===== src/rtl/data_mem_arbiter.sv =====
`default_nettype none
// ============================================================================
//  Module   : data_mem_arbiter
//  Purpose  : Serves several GPU data-memory channels (read/write valid/ready)
//             from one single-port synchronous SRAM. Grants one request at a
//             time in round-robin order. Returns one-cycle ready pulses, and
//             registered read data for reads.
//  Revision : 1.0  initial release
// ----------------------------------------------------------------------------
//  Ports
//    clk            in   clock, rising edge
//    reset          in   synchronous active-high reset
//    read_valid     in   [NUM_CHANNELS]            per-channel read request
//    read_address   in   [ADDR_BITS*NUM_CHANNELS]  per-channel read address
//    read_ready     out  [NUM_CHANNELS]            one-cycle read-done pulse
//    read_data      out  [DATA_BITS*NUM_CHANNELS]  per-channel read result
//    write_valid    in   [NUM_CHANNELS]            per-channel write request
//    write_address  in   [ADDR_BITS*NUM_CHANNELS]  per-channel write address
//    write_data     in   [DATA_BITS*NUM_CHANNELS]  per-channel write data
//    write_ready    out  [NUM_CHANNELS]            one-cycle write-done pulse
//    sram_en/we     out  SRAM access / write enable (high in ACCESS only)
//    sram_addr      out  [ADDR_BITS]  SRAM address (holds between accesses)
//    sram_wdata     out  [DATA_BITS]  SRAM write data (holds between writes)
//    sram_rdata     in   [DATA_BITS]  SRAM read data, valid cycle after read
//    busy           out  high whenever the FSM is not IDLE
// ============================================================================
module data_mem_arbiter #(
  parameter int ADDR_BITS    = 8,
  parameter int DATA_BITS    = 8,
  parameter int NUM_CHANNELS = 4
) (
  input  logic                              clk,
  input  logic                              reset,
  input  logic [NUM_CHANNELS-1:0]           read_valid,
  input  logic [ADDR_BITS*NUM_CHANNELS-1:0] read_address,
  output logic [NUM_CHANNELS-1:0]           read_ready,
  output logic [DATA_BITS*NUM_CHANNELS-1:0] read_data,
  input  logic [NUM_CHANNELS-1:0]           write_valid,
  input  logic [ADDR_BITS*NUM_CHANNELS-1:0] write_address,
  input  logic [DATA_BITS*NUM_CHANNELS-1:0] write_data,
  output logic [NUM_CHANNELS-1:0]           write_ready,
  output logic                              sram_en,
  output logic                              sram_we,
  output logic [ADDR_BITS-1:0]              sram_addr,
  output logic [DATA_BITS-1:0]              sram_wdata,
  input  logic [DATA_BITS-1:0]              sram_rdata,
  output logic                              busy
);

  localparam int              c_CH_W    = (NUM_CHANNELS > 1) ? $clog2(NUM_CHANNELS) : 1;
  localparam logic [c_CH_W-1:0] c_LAST_CH = c_CH_W'(NUM_CHANNELS - 1);

  localparam logic [1:0] c_IDLE    = 2'd0;
  localparam logic [1:0] c_ACCESS  = 2'd1;
  localparam logic [1:0] c_RESPOND = 2'd2;

  logic [1:0]              r_state;
  logic [1:0]              w_state_nxt;
  logic [c_CH_W-1:0]       r_rr_ptr;
  logic [c_CH_W-1:0]       r_winner;
  logic                    r_op_write;
  logic [NUM_CHANNELS-1:0] r_read_ready;
  logic [NUM_CHANNELS-1:0] r_write_ready;
  logic                    r_sram_en;
  logic                    r_sram_we;
  logic [ADDR_BITS-1:0]    r_sram_addr;
  logic [DATA_BITS-1:0]    r_sram_wdata;
  logic [DATA_BITS-1:0]    r_rdata [NUM_CHANNELS];

  logic [ADDR_BITS-1:0]    w_raddr [NUM_CHANNELS];
  logic [ADDR_BITS-1:0]    w_waddr [NUM_CHANNELS];
  logic [DATA_BITS-1:0]    w_wdat  [NUM_CHANNELS];
  logic [NUM_CHANNELS-1:0] w_elig;
  logic                    w_found;
  logic [c_CH_W-1:0]       w_win;
  int                      w_idx;
  logic                    w_grant;
  logic                    w_grant_write;
  logic                    w_capture;
  logic                    w_en_nxt;
  logic                    w_we_nxt;
  logic [ADDR_BITS-1:0]    w_addr_nxt;
  logic [DATA_BITS-1:0]    w_wdata_nxt;
  logic [NUM_CHANNELS-1:0] w_rready_nxt;
  logic [NUM_CHANNELS-1:0] w_wready_nxt;

  // Flat bus <-> per-channel views
  for (genvar g = 0; g < NUM_CHANNELS; g++) begin : g_chan
    assign w_raddr[g] = read_address [g*ADDR_BITS +: ADDR_BITS];
    assign w_waddr[g] = write_address[g*ADDR_BITS +: ADDR_BITS];
    assign w_wdat[g]  = write_data   [g*DATA_BITS +: DATA_BITS];
    assign read_data[g*DATA_BITS +: DATA_BITS] = r_rdata[g];
  end

  // A channel pulsing ready this cycle is about to drop valid, so it must
  // not be granted again on the same edge.
  assign w_elig = (read_valid | write_valid) & ~(r_read_ready | r_write_ready);

  // Round-robin search starting at r_rr_ptr, wrapping modulo NUM_CHANNELS
  always_comb begin
    w_found = 1'b0;
    w_win   = '0;
    w_idx   = 0;
    for (int k = 0; k < NUM_CHANNELS; k++) begin
      w_idx = int'(r_rr_ptr) + k;
      if (w_idx >= NUM_CHANNELS) w_idx = w_idx - NUM_CHANNELS;
      if (!w_found && w_elig[c_CH_W'(w_idx)]) begin
        w_found = 1'b1;
        w_win   = c_CH_W'(w_idx);
      end
    end
  end

  // Read wins over write on the same channel; the write waits for a later grant
  assign w_grant_write = ~read_valid[w_win];

  // State register
  always_ff @(posedge clk) begin
    if (reset) r_state <= c_IDLE;
    else       r_state <= w_state_nxt;
  end

  // Next-state logic
  always_comb begin
    w_state_nxt = r_state;
    case (r_state)
      c_IDLE:    if (w_found) w_state_nxt = c_ACCESS;
      c_ACCESS:  w_state_nxt = r_op_write ? c_IDLE : c_RESPOND;
      c_RESPOND: w_state_nxt = c_IDLE;
      default:   w_state_nxt = c_IDLE;
    endcase
  end

  // Output logic: next values of the registered SRAM and handshake outputs
  always_comb begin
    w_grant      = 1'b0;
    w_capture    = 1'b0;
    w_en_nxt     = 1'b0;
    w_we_nxt     = 1'b0;
    w_addr_nxt   = r_sram_addr;
    w_wdata_nxt  = r_sram_wdata;
    w_rready_nxt = '0;
    w_wready_nxt = '0;
    case (r_state)
      c_IDLE: begin
        if (w_found) begin
          w_grant    = 1'b1;
          w_en_nxt   = 1'b1;
          w_we_nxt   = w_grant_write;
          w_addr_nxt = w_grant_write ? w_waddr[w_win] : w_raddr[w_win];
          if (w_grant_write) w_wdata_nxt = w_wdat[w_win];
        end
      end
      c_ACCESS: begin
        if (r_op_write) w_wready_nxt[r_winner] = 1'b1;
      end
      c_RESPOND: begin
        w_capture               = 1'b1;
        w_rready_nxt[r_winner]  = 1'b1;
      end
      default: ;
    endcase
  end

  // Registered datapath
  always_ff @(posedge clk) begin
    if (reset) begin
      r_rr_ptr      <= '0;
      r_winner      <= '0;
      r_op_write    <= 1'b0;
      r_read_ready  <= '0;
      r_write_ready <= '0;
      r_sram_en     <= 1'b0;
      r_sram_we     <= 1'b0;
      r_sram_addr   <= '0;
      r_sram_wdata  <= '0;
      for (int i = 0; i < NUM_CHANNELS; i++) r_rdata[i] <= '0;
    end else begin
      r_read_ready  <= w_rready_nxt;
      r_write_ready <= w_wready_nxt;
      r_sram_en     <= w_en_nxt;
      r_sram_we     <= w_we_nxt;
      r_sram_addr   <= w_addr_nxt;
      r_sram_wdata  <= w_wdata_nxt;
      if (w_grant) begin
        r_winner   <= w_win;
        r_op_write <= w_grant_write;
        r_rr_ptr   <= (w_win == c_LAST_CH) ? '0 : w_win + c_CH_W'(1);
      end
      if (w_capture) r_rdata[r_winner] <= sram_rdata;
    end
  end

  assign read_ready  = r_read_ready;
  assign write_ready = r_write_ready;
  assign sram_en     = r_sram_en;
  assign sram_we     = r_sram_we;
  assign sram_addr   = r_sram_addr;
  assign sram_wdata  = r_sram_wdata;
  assign busy        = (r_state != c_IDLE);

endmodule
`default_nettype wire


===== config.mk =====
export PLATFORM = sky130hd
export DESIGN_NAME = data_mem_arbiter
export DESIGN_NICKNAME = d
export VERILOG_FILES = /design/src/rtl/data_mem_arbiter.sv
export SDC_FILE = /design/constraint.sdc
export NUM_CORES = 1
export LEC_CHECK = 0
export CAP_MARGIN = 20
export CORE_ASPECT_RATIO = 0.8
export CORE_MARGIN = 5
export CORE_UTILIZATION = 44
export CTS_BUF_LIST = sky130_fd_sc_hd__clkbuf_4
export CTS_CLUSTER_DIAMETER = 30
export DETAILED_ROUTE_END_ITERATION = 12
export PLACE_DENSITY = 0.95
export SYNTH_ARGS = -nofsm -noshare
export SYNTH_HDL_FRONTEND = slang
export SYNTH_SLANG_ARGS = --single-unit
export TNS_END_PERCENT = 1

===== constraint.sdc =====
create_clock -name clk -period 7.9 [get_ports clk]
set_input_delay 2.37 -clock clk [delete_from_list [all_inputs] [get_ports clk]]
set_output_delay 2.37 -clock clk [all_outputs]
set_load 0.02 [all_outputs]

==> metrics.cfg, run 1 <==
[grt]
grt_pass1_vias = 3383
grt-ovfl-total = 0
grt_pass1_wl_um = 17400
antenna_found_initial = 0
grt.total_usage_pct = 23.9
grt_max_degree = 41

[timing]
rsz0062_at_grt = false
drv_slew = 0
fin_setup_tns_ps = 0
setup_viol = 0
max_slew_margin_pct = 30.9
finalCriticalPeriod_ps = 5710
period_share_pct = 72.2
hold_ws_ps = 453
finClkSkew_ps = 15.9
fmax_mhz = 175
tightest_slew_ps = 1040
setup_ws_ps = 2190
finalHoldViolCount = 0

[worst_setup_path]
startpoint_type = input port
critPathArrivalTime_ps = 6020
slowest_delay_ps = 810
critPathBufInv = 1
critPathSlowestCell = or3_1
cp_max_fo = 35
critPathKind = in -> reg
crit_chain = clkdlybuf4s50_1, nor2_1, o221ai_1, o22ai_1, or3_1, nand4_1, and2_4, o41ai_2
required_ps = 8220
path_delay_family = simple AND/OR/NAND/NOR gates
crit_path_end_kind = register

[synthesis]
synthTopCellsByArea = edfxtp_1 29%, dfxtp_1 20%, mux2i_1 7.1%
synth_top_family_by_area = compound AO/OA/AOI/OAI gates
yosysSeqAreaShare_pct = 48.2
synth_compound_area_share_pct = 20.1
syn_inst = 353
netlist_area_um2 = 3360
synth_warnings = 0
synth-simple-area-share_pct = 19.3
synth_fa_ha_area_share_pct = 0
ys_seq_elements = 65
synth_nets = 467
synth.largest_area_cell = edfxtp_1
synth_area_per_cell_um2 = 9.52
yosysUniqueCellTypes = 40
synth-xor-area-share_pct = 0
async_flop_share_pct = 0
yosys.area.top_type_share_pct = 28.6
synth_mux_area_share_pct = 7.15
synth_edf_count = 32
synthFlopType = dfxtp_1

[pwr]
irDropWorstVdd_uv = 137
power_density_nw_per_um2 = 205
power.total_mw = 1.09
leakage_nw = 2.14

[placed_design]
placed_cells = 607
dpl.hpwl_um = 9250
gp_congestion = 0.954
io_buffers = 172
place_area_um2 = 5120
pre_cts_ws_ps = 1830

[cts]
postCtsSetupRepairBufs = 0
cts_tree = done
cts_resized = 0
h-tree-depth = 3
clockRootBuffer = clkbuf_4
clk_path_buf_depth = 2
cts_hold_buf = 0
clk_pin_slew_ps = 120
cts_buffers = 9
cts.sinks = 65
insertion_delay_ps = 410

[route]
drt_iter0_drc = 234
viasPerCell = 5.45
via_count = 3400
drt-total-wl_um = 11800
route.detailed.wl_per_inst_um = 18.9
dr.pass1.iters = 5
ant_nets = 0
drc = 0

[final_layout]
nets = 628
areaGrowthSynthToFinish_pct = 58.3
final_core_util_pct = 71.7
postLayoutCellArea_um2 = 5320
stdcell_count = 624
insertedDiodeCount = 0
drive_gt1_share_pct = 7.90

[floorplanning]
io_pins = 173
num_rows = 28
coreArea_um2 = 7430
fp.dieH_um = 88.2
die_x_um = 108
initial_core_util_pct = 45.3
die_area_um2 = 9500

[worst_hold_path]
hold_class = reg -> reg

[outcome]
status = completed

[job]
maxCapViolCount = 0

==> cell type report <==
type	instances	area [um^2]
well taps	105	131
inverters	17	63.8
multi-input cells	246	1570
repair buffers	175	1750
flip-flops and latches	65	1620
clock inverters	6	113
fillers	505	2100
clock buffers	10	75.1
==> sequential cells by signal, summed over array words and instances (netlist names), 2 cells and up <==
signal	cells
r_rdata	32
sram_addr	8
read_ready	4
sram_wdata	8
write_ready	4
r_rr_ptr	2
r_state	2
r_winner	2
==> cell usage after synthesis, types with 9 or more instances <==
cell      number
clkbuf_1      19
a21oi_1       20
mux2i_1       24
a211oi_1       9
dfxtp_1       33
nand4b_1       9
nor2_1        56
nand2_1       31
o21ai_0       11
a21o_1         9
edfxtp_1      32
nand3_1       10
inv_1         17
==> worst paths after layout <==
kind                                     start             to  slack, ps  depth (start not counted)
worst max-delay path             read_valid[1]  sram_wdata[2]       2190                          8
worst min-delay path                r_op_write     r_state[1]        450                          1
worst max register to register  write_ready[1]  sram_wdata[2]       4680                          7
worst min register to register      r_op_write     r_state[1]        450                          1
==> cells in the final DEF, fill, tap and decap left out, types with 9 or more instances in the layout <==
cell / n
clkdlybuf4s50_1: 172
a21oi_1: 20
nor2_1: 55
o21ai_0: 11
nand3_1: 10
clkbuf_4: 10
a211oi_1: 9
mux2i_1: 24
nand2_1: 31
nand4b_1: 9
a21o_1: 9
dfxtp_1: 33
edfxtp_1: 32
inv_1: 17
==> worst register-to-register path, stage by stage (launching register included) <==
cell and delay, ps:
dfxtp_1 330, or2_2 340, o221ai_1 310, o22ai_1 110, or3_1 740, a2111o_1 690, and2_4 270, o41ai_2 340
==> layer usage <==
layer	up-vias	share of wire (%)	global-route usage, %
met2	149	50	40.5
li1	1599	-	-
met3	33	7.5	6.04
met1	1619	40	29.7
met4	0	2.7	8.94
met5	-	0	0
==> report_power, final <==
part           switching, mW  total (mW)  internal [mW]
Combinational          0.206       0.386          0.180
Clock                  0.126       0.291          0.165
Sequential            0.0255       0.414          0.389
==> cells by family after synthesis <==
kind of cell	Yosys count
AND/OR/NAND/NOR	136
AO/OA/AOI/OAI	86
flip-flops	65
buffers and inverters	42
multiplexers	24
Note: power is estimated with default switching activity, not from simulation.
==> run 2: changes to the inputs <==
--- a/config.mk
+++ b/config.mk
@@ -8,11 +8,11 @@
 export CAP_MARGIN = 20
 export CORE_ASPECT_RATIO = 0.8
 export CORE_MARGIN = 5
-export CORE_UTILIZATION = 44
+export CORE_UTILIZATION = 41
 export CTS_BUF_LIST = sky130_fd_sc_hd__clkbuf_4
 export CTS_CLUSTER_DIAMETER = 30
 export DETAILED_ROUTE_END_ITERATION = 12
-export PLACE_DENSITY = 0.95
+export PLACE_DENSITY = 0.89
 export SYNTH_ARGS = -nofsm -noshare
 export SYNTH_HDL_FRONTEND = slang
 export SYNTH_SLANG_ARGS = --single-unit
==> constraint.sdc (replaced) <==
create_clock -name clk -period 5.7 [get_ports clk]
set_input_delay 1.71 -clock clk [delete_from_list [all_inputs] [get_ports clk]]
set_output_delay 1.71 -clock clk [all_outputs]
set_load 0.02 [all_outputs]
==> run 2 against run 1 <==
Flip-flop and latch count unchanged. Non-clock buffer count up 2. Worst setup slack got worse by 1000 ps. Register-to-register slack worse by 1700 ps. Critical endpoint unchanged. Largest cell class unchanged. Routed wire length is 6.2% lower. Count of clock-buffer cells in the layout up 2. Sequential share of layout area increased by 0.11 points. Via count grew 0.29%. Power up 33%. First-iteration DRC count is 4.7% lower. Final cell count is 0.80% higher. Clock power rose by 19%.
==> metrics.cfg, run 2 (synthesis results as in run 1) <==
[timing]
drv_slew = 0
fmax_mhz = 222
hold_ws_ps = 475
setup_viol = 0
finalCriticalPeriod_ps = 4510
period_share_pct = 79.1
rsz0062_at_grt = false
fin_setup_tns_ps = 0
finClkSkew_ps = 8.77
finalHoldViolCount = 0
max_slew_margin_pct = 39.7
tightest_slew_ps = 902

[route]
dr.pass1.iters = 4
ant_nets = 0
drc = 0
drt_iter0_drc = 223
route.detailed.wl_per_inst_um = 17.6
viasPerCell = 5.42
via_count = 3410
drt-total-wl_um = 11000

[cts]
cts_tree = done
cts_hold_buf = 0
clk_path_buf_depth = 2
cts.sinks = 65
insertion_delay_ps = 400
cts_resized = 0
clockRootBuffer = clkbuf_4
cts_buffers = 9
clk_pin_slew_ps = 100
postCtsSetupRepairBufs = 0
h-tree-depth = 3

[pwr]
power.total_mw = 1.45
power_density_nw_per_um2 = 274
leakage_nw = 2.14
irDropWorstVdd_uv = 138

[grt]
grt-ovfl-total = 0
grt_pass1_wl_um = 17600
grt_pass1_vias = 3412
grt_max_degree = 41
antenna_found_initial = 0
grt.total_usage_pct = 21.7

[final_layout]
stdcell_count = 629
largest_reg_flops = 32
multi_input_area_um2 = 1570
drive_gt1_share_pct = 7.87
layout_commonest_cell = clkdlybuf4s50_1
final_cell_mix = 172 x clkdlybuf4s50_1, 55 x nor2_1, 33 x dfxtp_1, 32 x edfxtp_1, 31 x nand2_1
areaGrowthSynthToFinish_pct = 57.8
regMostFlops = r_rdata
nets = 630
nFillCells = 609
final_core_util_pct = 66.7
seq_area_um2 = 1620
insertedDiodeCount = 0

[worst_hold_path]
min_to = r_state[1]
holdCritStartpoint = r_op_write
hold_class = reg -> reg
holdPathStages = 1

[placed_design]
placed_cells = 613
dpl.hpwl_um = 8760
io_buffers = 172
gp_congestion = 0.856

[worst_setup_path]
cp_max_fo = 34
required_ps = 6010
reg2reg_slack_ps = 3010
critPathKind = in -> reg
worstRegToRegCells = 7
critPathArrivalTime_ps = 4820
r2r-start = write_ready[1]
startpoint_type = input port
crit_path_end_kind = register
regToRegEndpoint = sram_wdata[2]

[floorplanning]
die_area_um2 = 10100
fp.dieH_um = 91.0
initial_core_util_pct = 42.3
coreArea_um2 = 7950
io_pins = 173
num_rows = 29
die_x_um = 111

[outcome]
status = completed

[job]
maxCapViolCount = 0

==> run 2: cell types whose count changed in the layout (fill, tap and decap cells not counted), sizes merged <==
cell      before  now
buf            3    5
clkbuf        10   12
clkinv         0    2
inv           19   17
bufinv         3    2
clkinvlp       1    0
==> run 2: layout make-up <==
class | instances | share of cell area (%)
tap | 108 | 2.55
clock inverter | 4 | 1.27
inverter | 17 | 1.20
clock buffer | 12 | 1.70
timing repair buffer | 177 | 33.2
sequential | 65 | 30.6
multi-input combinational | 246 | 29.5
==> run 2: power breakdown <==
| group | internal (mW) | switching [mW] |
|---|---|---|
| logic | 0.249 | 0.283 |
| registers | 0.539 | 0.0328 |
| clock network | 0.190 | 0.157 |
==> run 2: worst max-delay path by stage <==
stage / start / to
6_report: read_valid[1] / sram_wdata[2]
5_1_grt: read_valid[1] / sram_wdata[2]
4_1_cts: read_valid[1] / sram_wdata[2]
3_5_place_dp: read_valid[1] / sram_wdata[4]
3_3_place_gp: read_valid[3] / sram_wdata[6]
2_1_floorplan: read_valid[0] / sram_wdata[0]
==> run 2: layer usage <==
layer	up-vias	GRT usage, %	wire [um]	part of all wire, %
met1	1607	26.8	4400	40
li1	1611	-	-	-
met2	171	36.3	5490	50
met5	-	0.476	0	0
met4	0	9.02	253	2.3
met3	21	5.32	906	8.2
==> run 2: critical path, cell delays in order <==
cell,delay (ps)
clkdlybuf4s50_1,720
nor2_1,380
o221ai_1,240
o22ai_1,220
or3_1,150
buf_4,330
nand4_1,400
and2_4,340
o41ai_2,330
==> run 2: per-stage QoR <==
step / setup WS (ps) / area [um^2]
2_1_floorplan: 1640 / 3360
3_3_place_gp: 1080 / 5150
3_5_place_dp: 856 / 5150
4_1_cts: 1270 / 5300
5_1_grt: 921 / 5300
6_report: 1190 / 5300
==> run 3: changes to the inputs <==
==> constraint.sdc (replaced) <==
create_clock -name clk -period 4.5 [get_ports clk]
set_input_delay 1.35 -clock clk [delete_from_list [all_inputs] [get_ports clk]]
set_output_delay 1.35 -clock clk [all_outputs]
set_load 0.02 [all_outputs]
==> run 3 against run 2 <==
Clock power rose by 6.3%. Via count decreased by 2.2%. Sequential power increased by 26%. Combinational power increased by 28%. Design area hardly changed. Power up 22%. Critical endpoint is now sram_wdata[1]. Critical path depth unchanged. Routed wire length increased by 1.2%. Count of clock-buffer cells in the layout down 3. Critical path type unchanged. First-iteration DRC count fell by 9.0%.
==> metrics.cfg, run 3 (synthesis results as in run 1) <==
[grt]
grt_pass1_vias = 3445
met2_usage_pct = 36.5
use_met3_pct = 7.31
grt_pass1_wl_um = 17600
antenna_found_initial = 0
grt-ovfl-total = 0
top_usage_layer = met2
grt_max_degree = 35
grt.total_usage_pct = 21.7
met1_usage_pct = 26.7

[pwr]
seqPwrFrac_pct = 40.8
p_sw_share_pct = 34.2
power_density_nw_per_um2 = 334
power.total_mw = 1.77
leakage_nw = 2.14
p_sw_mw = 0.606
power.clock.fraction_pct = 20.8
p_int_mw = 1.17
irDropWorstVdd_uv = 188
power_frac_comb_pct = 38.4

[final_layout]
regMostFlops = r_rdata
nFillCells = 613
final_cell_mix = 172 x clkdlybuf4s50_1, 55 x nor2_1, 33 x dfxtp_1, 32 x edfxtp_1, 31 x nand2_1
layout_commonest_cell = clkdlybuf4s50_1
nets = 634
insertedDiodeCount = 0
seq_area_um2 = 1620
multi_input_area_um2 = 1570
areaGrowthSynthToFinish_pct = 57.8
drive_gt1_share_pct = 8.76
largest_reg_flops = 32

[worst_setup_path]
slowest_delay_ps = 500
critPathBufInv = 3
startpoint_type = input port
required_ps = 4800
r2r-start = write_ready[1]
critPathSlowestCell = clkdlybuf4s50_1
path_delay_family = buffers and inverters
crit_chain = clkdlybuf4s50_1, buf_4, o221ai_1, o22ai_1, or3_1, buf_4, nand4_1, and2_4, o41ai_2
cp_max_fo = 34
critPathKind = in -> reg
crit_path_end_kind = register
path_common_cell = buf_4
startpoint = read_valid[2]
critPathArrivalTime_ps = 3980

[timing]
setup_viol = 0
finClkSkew_ps = 15.3
finalHoldViolCount = 0
finalCriticalPeriod_ps = 3680
rsz0062_at_grt = false
drv_slew = 0
fmax_mhz = 271
period_share_pct = 81.9
fin_setup_tns_ps = 0
max_slew_margin_pct = 42.2
tightest_slew_ps = 866

[cts]
postCtsSetupRepairBufs = 0
cts.sinks = 65
insertion_delay_ps = 400
clockRootBuffer = clkbuf_4
clk_path_buf_depth = 2
cts_tree = done
clk_pin_slew_ps = 110
h-tree-depth = 3
cts_hold_buf = 0
cts_buffers = 9
cts_resized = 0

[route]
route.detailed.wl_per_inst_um = 17.7
drt_iter0_drc = 203
viasPerCell = 5.27
ant_nets = 0
drt-total-wl_um = 11200
dr.pass1.iters = 7
drc = 0
via_count = 3335

[worst_hold_path]
hold_class = reg -> reg
holdCritStartpoint = r_op_write

[floorplanning]
die_x_um = 111
initial_core_util_pct = 42.3
die_area_um2 = 10100
io_pins = 173
num_rows = 29
fp.dieH_um = 91.0
coreArea_um2 = 7950

[placed_design]
gp_congestion = 0.881
dpl.hpwl_um = 8840
io_buffers = 172

[job]
maxCapViolCount = 0

[outcome]
status = completed

-- run 3: cell types whose count changed in the layout (fill, tap and decap cells not counted), sizes merged --
cell	delta
clkbuf	-3
buf	+4
bufinv	-1
clkinvlp	+1
clkinv	+3
-- run 3: final timing paths --
kind                   end  slack [ps]  cells after the start
min reg2reg     r_state[1]         480                      1
max          sram_wdata[1]         820                      9
min             r_state[1]         480                      1
max reg2reg  sram_wdata[1]        1850                      7
-- run 3: cell type report --
class | instances | share of cell area [%]
Inverter | 17 | 1.20
Clock inverter | 7 | 1.16
Sequential cell | 65 | 30.6
Timing Repair Buffer | 181 | 33.7
Tap cell | 108 | 2.55
Clock buffer | 9 | 1.27
Multi-Input combinational cell | 246 | 29.5
-- run 3: stage by stage --
stage,util [%],hold WS [ps],setup WS [ps],cells,instance area (um^2)
after floorplan,-,411,801,353,3360
after global placement,65.1,429,533,617,5180
after detailed placement,65.1,445,449,617,5180
after CTS,66.8,478,858,633,5310
after global routing,66.8,504,626,633,5310
final,66.8,479,816,633,5310
-- run 3: power groups by stage --
stage	registers (mW)	clock network [mW]	logic, mW
global placement	0.733	0	0.656
global route	0.728	0.405	0.741
CTS	0.722	0.374	0.681
detailed placement	0.735	0	0.677
floorplan	0.791	0	0.327
finish	0.723	0.369	0.681
-- run 3: metal layers --
layer | up-vias | wire length, um
li1 | 1612 | -
met4 | 0 | 257
met3 | 24 | 843
met2 | 153 | 5640
met1 | 1546 | 4440
met5 | - | 0
